## config.mk

```make
export PLATFORM = sky130hd
export DESIGN_NAME = core_instr_fifo_flat
export DESIGN_NICKNAME = d
export VERILOG_FILES = /design/src/rtl/core_instr_fifo_if.sv /design/src/rtl/core_instr_fifo.sv /design/src/flat_wrapper.sv
export SDC_FILE = /design/constraint.sdc
export NUM_CORES = 1
export LEC_CHECK = 0
export ABC_CLOCK_PERIOD_IN_PS = 6850
export CAP_MARGIN = 10
export CORE_ASPECT_RATIO = 1.2
export CORE_UTILIZATION = 38
export CTS_CLUSTER_DIAMETER = 200
export DETAILED_ROUTE_END_ITERATION = 6
export PLACE_DENSITY = 0.6
export SKIP_LAST_GASP = 1
export SYNTH_ARGS = -nofsm -noshare
export SYNTH_HDL_FRONTEND = slang
export SYNTH_SLANG_ARGS = --single-unit
```

## constraint.sdc

```tcl
create_clock -name clk -period 6.85 [get_ports clk]
set_input_delay 0.685 -clock clk [delete_from_list [all_inputs] [get_ports clk]]
set_output_delay 0.685 -clock clk [all_outputs]
set_load 0.1 [all_outputs]
```

## src/rtl/core_instr_fifo_if.sv

```systemverilog
// Push/pop/lookup bundle between the arbiter, one core and its instruction FIFO.
// master: arbiter/core side; slave: FIFO side.
interface core_instr_fifo_if #(
  parameter int DATA_W = 32,
  parameter int ADDR_W = 3
);
  logic              wr_en;
  logic [DATA_W-1:0] wr_data;
  logic              full;
  logic              rd_en;
  logic [DATA_W-1:0] rd_data;
  logic              empty;
  logic [ADDR_W:0]   count;
  logic              overflow;
  logic              underflow;
  logic [11:0]       q_key;
  logic              q_hit;

  modport master (
    output wr_en,
    output wr_data,
    output rd_en,
    output q_key,
    input  full,
    input  rd_data,
    input  empty,
    input  count,
    input  overflow,
    input  underflow,
    input  q_hit
  );

  modport slave (
    input  wr_en,
    input  wr_data,
    input  rd_en,
    input  q_key,
    output full,
    output rd_data,
    output empty,
    output count,
    output overflow,
    output underflow,
    output q_hit
  );
endinterface

```

## src/rtl/core_instr_fifo.sv

```systemverilog
// Per-core FWFT instruction queue with an operand-key lookup port.
// Ports: clk, reset (sync, active-high), bus (slave: push/pop/status/lookup).
module core_instr_fifo #(
  parameter int DATA_W = 32,
  parameter int DEPTH  = 8,
  parameter int ADDR_W = 3
) (
  input  logic               clk,
  input  logic               reset,
  core_instr_fifo_if.slave   bus
);

  logic [DATA_W-1:0] mem [DEPTH];
  logic [ADDR_W-1:0] wr_ptr;
  logic [ADDR_W-1:0] rd_ptr;
  logic [ADDR_W:0]   cnt;
  logic              ovf;
  logic              unf;

  logic              full;
  logic              empty;
  logic              push;
  logic              pop;

  assign full  = (cnt == (ADDR_W+1)'(DEPTH));
  assign empty = (cnt == '0);
  // Both qualified on pre-edge state: no bypass in either direction.
  assign push  = bus.wr_en & ~full;
  assign pop   = bus.rd_en & ~empty;

  always_ff @(posedge clk) begin
    if (reset) begin
      wr_ptr <= '0;
      rd_ptr <= '0;
      cnt    <= '0;
      ovf    <= 1'b0;
      unf    <= 1'b0;
    end else begin
      if (push)
        wr_ptr <= wr_ptr + 1'b1;
      if (pop)
        rd_ptr <= rd_ptr + 1'b1;
      cnt <= cnt + (ADDR_W+1)'(push)
                 - (ADDR_W+1)'(pop);
      if (bus.wr_en & full)
        ovf <= 1'b1;
      if (bus.rd_en & empty)
        unf <= 1'b1;
    end
  end

  // Storage is never cleared; validity comes from cnt/rd_ptr only.
  always_ff @(posedge clk) begin
    if (!reset && push)
      mem[wr_ptr] <= bus.wr_data;
  end

  logic [DEPTH-1:0] valid;
  logic [DEPTH-1:0] match;

  for (genvar g = 0; g < DEPTH; g++) begin : g_ent
    logic [ADDR_W-1:0] off;
    logic [11:0]       src_key;
    logic [11:0]       dst_key;
    // Distance from head, modulo DEPTH; entry is live if within cnt.
    assign off       = ADDR_W'(g) - rd_ptr;
    assign valid[g]  = ({1'b0, off} < cnt);
    assign src_key   = {mem[g][23], mem[g][10:0]};
    assign dst_key   = {mem[g][22], mem[g][21:11]};
    assign match[g]  = (src_key == bus.q_key)
                     | (dst_key == bus.q_key);
  end

  assign bus.q_hit     = |(valid & match);
  assign bus.full      = full;
  assign bus.empty     = empty;
  assign bus.count     = cnt;
  assign bus.overflow  = ovf;
  assign bus.underflow = unf;
  assign bus.rd_data   = empty ? '0 : mem[rd_ptr];

endmodule

```

## src/flat_wrapper.sv

```systemverilog
// flat-port wrapper written by rule: the top's interface ports become plain ports
module core_instr_fifo_flat 
#(
  parameter int DATA_W = 32,
  parameter int DEPTH  = 8,
  parameter int ADDR_W = 3
)
  (clk, reset, bus_wr_en, bus_wr_data, bus_rd_en, bus_q_key, bus_full, bus_rd_data, bus_empty, bus_count, bus_overflow, bus_underflow, bus_q_hit);
  core_instr_fifo_if #(.DATA_W(DATA_W), .ADDR_W(ADDR_W)) bus_i ();
  input  logic clk;
  input  logic reset;
  input wire logic [$bits(bus_i.wr_en)-1:0] bus_wr_en;
  input wire logic [$bits(bus_i.wr_data)-1:0] bus_wr_data;
  input wire logic [$bits(bus_i.rd_en)-1:0] bus_rd_en;
  input wire logic [$bits(bus_i.q_key)-1:0] bus_q_key;
  output wire logic [$bits(bus_i.full)-1:0] bus_full;
  output wire logic [$bits(bus_i.rd_data)-1:0] bus_rd_data;
  output wire logic [$bits(bus_i.empty)-1:0] bus_empty;
  output wire logic [$bits(bus_i.count)-1:0] bus_count;
  output wire logic [$bits(bus_i.overflow)-1:0] bus_overflow;
  output wire logic [$bits(bus_i.underflow)-1:0] bus_underflow;
  output wire logic [$bits(bus_i.q_hit)-1:0] bus_q_hit;
  assign bus_i.wr_en = bus_wr_en;
  assign bus_i.wr_data = bus_wr_data;
  assign bus_i.rd_en = bus_rd_en;
  assign bus_i.q_key = bus_q_key;
  assign bus_full = bus_i.full;
  assign bus_rd_data = bus_i.rd_data;
  assign bus_empty = bus_i.empty;
  assign bus_count = bus_i.count;
  assign bus_overflow = bus_i.overflow;
  assign bus_underflow = bus_i.underflow;
  assign bus_q_hit = bus_i.q_hit;
  core_instr_fifo #(.DATA_W(DATA_W), .DEPTH(DEPTH), .ADDR_W(ADDR_W)) u_core (.clk(clk), .reset(reset), .bus(bus_i));
endmodule
```

==> run metrics <==
# setup viols final=0; 1st-iter DRT viols=615; postcts setup bufs=0; crit share post-route=0.749; slew margin rel.=0.174; Tot GR Track Use=0.198; FF-to-FF setup slack=about 3.9 ns; vias in the first global route=approximately 7600; Worst EP required=slightly above 6 ns; Worst Skew=~0.018 ns; Min-Delay Endpoint=u_core.bus.overflow; Post-Synth XOR/XNOR Area=0.133; sequential share of power=0.340; Final ANT Viol Nets=0; layout cells sized above 1=0.153; pin count of the biggest net entering global routing=between 50 and 60; die area=35600 sq um; first-pass GRT wire length=a little over 50000 um; Synth async-reset ratio=0; Hold Fails Final Rpt=0; final cell count without fillers=around 1400; Mapped Nets=roughly 900; starting density of the core=0.388; slew at the pin closest to its max-slew limit=1.23 ns; Netlist cell types=36; YS warnings=0; Highest Clock Rate=~190 MHz; Compound-Gate Fraction of Synth Area=0.0126; Residual DRC=0; Mapped Cells=825; port bufs=a little under 90; ys flop type=edfxtp_1; grt ovf=0; area grow syn2layout=15.7%; Pwr Density=382 nW/um^2; startpoint types=primary input; register area share after synthesis=0.602; Worst-path clk slew=roughly 0.06 ns; CP max FO=16; CTS H-tree depth=1; First-pass DRT Iterations=7; Clock Power Share=0.270; num rows=74; area of the multi-input gates=approximately 4800 sq um; minimum clock period=slightly above 5 ns; Post-Route WL=about 35000 um; vias per cell=about 5.3; Post-Synth Simple-Gate Area=0.0553; Fin Setup TNS=0 ns; Reg2Reg Launch Point=u_core.bus.count[3]; Sw Share=0.401; post-cts sizing count=0; P_int=about 3500 uW; core area=~34000 sq um; Via Count=7278; Sw Pwr=between 2000 and 2500 uW; GP Congestion=0.823; IO Pins=just under 90; clock sinks=around 270; die span in x=173 um; placed cell count=roughly 1300; # hold bufs at CTS=0; Max rail drop VDD=0.354 mV; mux cell area share after synthesis=0.134; Register Area=around 8000 sq um; crit end category=output pin; Lkg Pwr=about 0.005 uW; Setup crit start=bus_q_key[4]; fillers=between 3000 and 4000; Clock Latency Late Sink=between 0.5 and 0.6 ns; post-synthesis adder-cell area fraction=0.0213; power share of the combinational group=0.390; CTS Buffer Depth=3; post-DR wirelength/cell=approximately 25 um; Antenna diodes=0; CTS tree=done; flops & latches, synth=approximately 270; Setup Crit Path Kind=in -> out; RSZ-0062 raised after global routing=no; total of max-cap violations=0; min-delay src=u_core.bus.overflow; WHS Path Cells=2; syn avg cell area=approximately 16 sq um; Hold Crit Class=reg -> reg; Cell Area, Synth=13300 sq um; FF-to-FF path depth=12; Arrival @ worst endpoint=between 4 and 5 ns; CTS buffer count=30; initial antenna violation count=3; Final nets=978; height of the die=between 200 and 250 um; R2R Path End=u_core.bus.count[3]; largest family of logic cells by synthesized area=multiplexers; Post-synth EDFFs=between 200 and 300; fin. max-slew vios=0; outcome=completed; Root Buffer=clkbuf_16; Detailed Place HPWL=about 22000 um
## metal layers
metal	GRT usage	vias to the layer above	share of wire
met2	0.331	211	0.49
met3	0.0377	58	0.055
li1	-	3286	-
met5	0	-	0.00098
met4	0.0510	4	0.021
met1	0.266	3719	0.44
## final cells by class
type                       instances  share of cell area
clock buffer                      35              0.0516
clock inverter                    18              0.0112
inverter                          17             0.00416
multi-input combinational        487               0.311
sequential                       271               0.521
tap                              456              0.0372
timing repair buffer             101              0.0638
## cells in the final DEF, fill, tap and decap left out, drive strengths merged, types with 2 or more instances in the layout
| master | Yosys | layout |
|---|---|---|
| a21oi | 26 | 26 |
| and3 | 2 | 2 |
| buf | 43 | 13 |
| bufinv | 0 | 3 |
| clkbuf | 7 | 35 |
| clkdlybuf4s50 | 0 | 88 |
| clkinv | 0 | 13 |
| clkinvlp | 0 | 2 |
| dfxtp | 15 | 15 |
| edfxtp | 256 | 256 |
| ha | 21 | 21 |
| inv | 17 | 17 |
| mux2i | 33 | 33 |
| mux4 | 64 | 64 |
| nand2 | 8 | 8 |
| nand2b | 3 | 3 |
| nand3 | 21 | 21 |
| nor2 | 44 | 44 |
| nor2b | 2 | 2 |
| nor4 | 52 | 52 |
| nor4b | 4 | 4 |
| o21ai | 2 | 2 |
| xnor2 | 3 | 3 |
| xor2 | 197 | 197 |
## power by group through the flow
stage | sequential, uW | combinational (uW) | clock (uW)
after detailed placement | 2030 | 2310 | 0
final | 1990 | 2290 | 1580
after CTS | 2000 | 2320 | 1610
after global placement | 2030 | 2300 | 0
after global routing | 2010 | 2420 | 1680
after floorplan | 2030 | 1780 | 0
## cells in the mapped netlist, types with 2 or more instances
master,n,area (sq um)
xnor2_1,3,26.3
inv_1,15,56.3
and3_1,2,12.5
ha_1,21,263
nor4b_1,4,35.0
buf_2,11,55.1
nor2_1,44,165
edfxtp_1,256,7690
nand3_2,2,20.0
buf_6,24,270
a21oi_1,25,125
buf_12,6,120
xor2_1,196,1720
nor4_1,51,319
inv_2,2,7.51
mux4_2,64,1440
clkbuf_1,7,26.3
nand3_1,19,95.1
o21ai_0,2,10.0
nand2b_1,2,12.5
nand2_1,8,30.0
mux2i_1,33,330
dfxtp_1,15,300
## state kept, by name, indices dropped and copies added, names as in the netlist, named ones only
name / count
u_core.bus.underflow: 1
u_core.rd_ptr: 3
u_core.bus.overflow: 1
u_core.wr_ptr: 3
u_core.bus.count: 4
u_core.mem: 256
## stage by stage
stage / power (uW) / hold slack, ns / cell area (sq um) / setup WS [ns] / utilization
6_report: 5860 / 0.468 / 15300 / 1.72 / 0.449
5_1_grt: 6110 / 0.495 / 15300 / 1.67 / 0.449
4_1_cts: 5930 / 0.477 / 15300 / 1.78 / 0.449
3_5_place_dp: 4340 / 0.461 / 14400 / 1.80 / 0.421
3_3_place_gp: 4330 / 0.447 / 14400 / 1.72 / 0.421
2_1_floorplan: 3810 / 0.462 / 13300 / 0.294 / -
## worst max path at each step
stage	to	slack, ns	depth (start not counted)
after floorplan	u_core.mem[3][0]	0.29	7
after global placement	bus_q_hit	1.72	8
after detailed placement	bus_q_hit	1.80	8
after CTS	bus_q_hit	1.78	8
after global routing	bus_q_hit	1.67	8
final	bus_q_hit	1.72	8
## cells by family after synthesis
| group | after synthesis |
|---|---|
| simple gates | 137 |
| fa+ha+maj | 22 |
| xor+xnor | 200 |
| flops | 271 |
| buf+inv | 67 |
| compound gates | 31 |
| mux | 97 |
## critical path, cell delays in order
cell and delay [ns]:
clkdlybuf4s50_1 1.29, xor2_1 0.20, nor4_1 0.53, nand3_1 0.17, a21oi_1 0.20, nor4_1 0.08, nand2_1 0.12, clkdlybuf4s50_1 1.16
(Power assumes the default switching activity.)
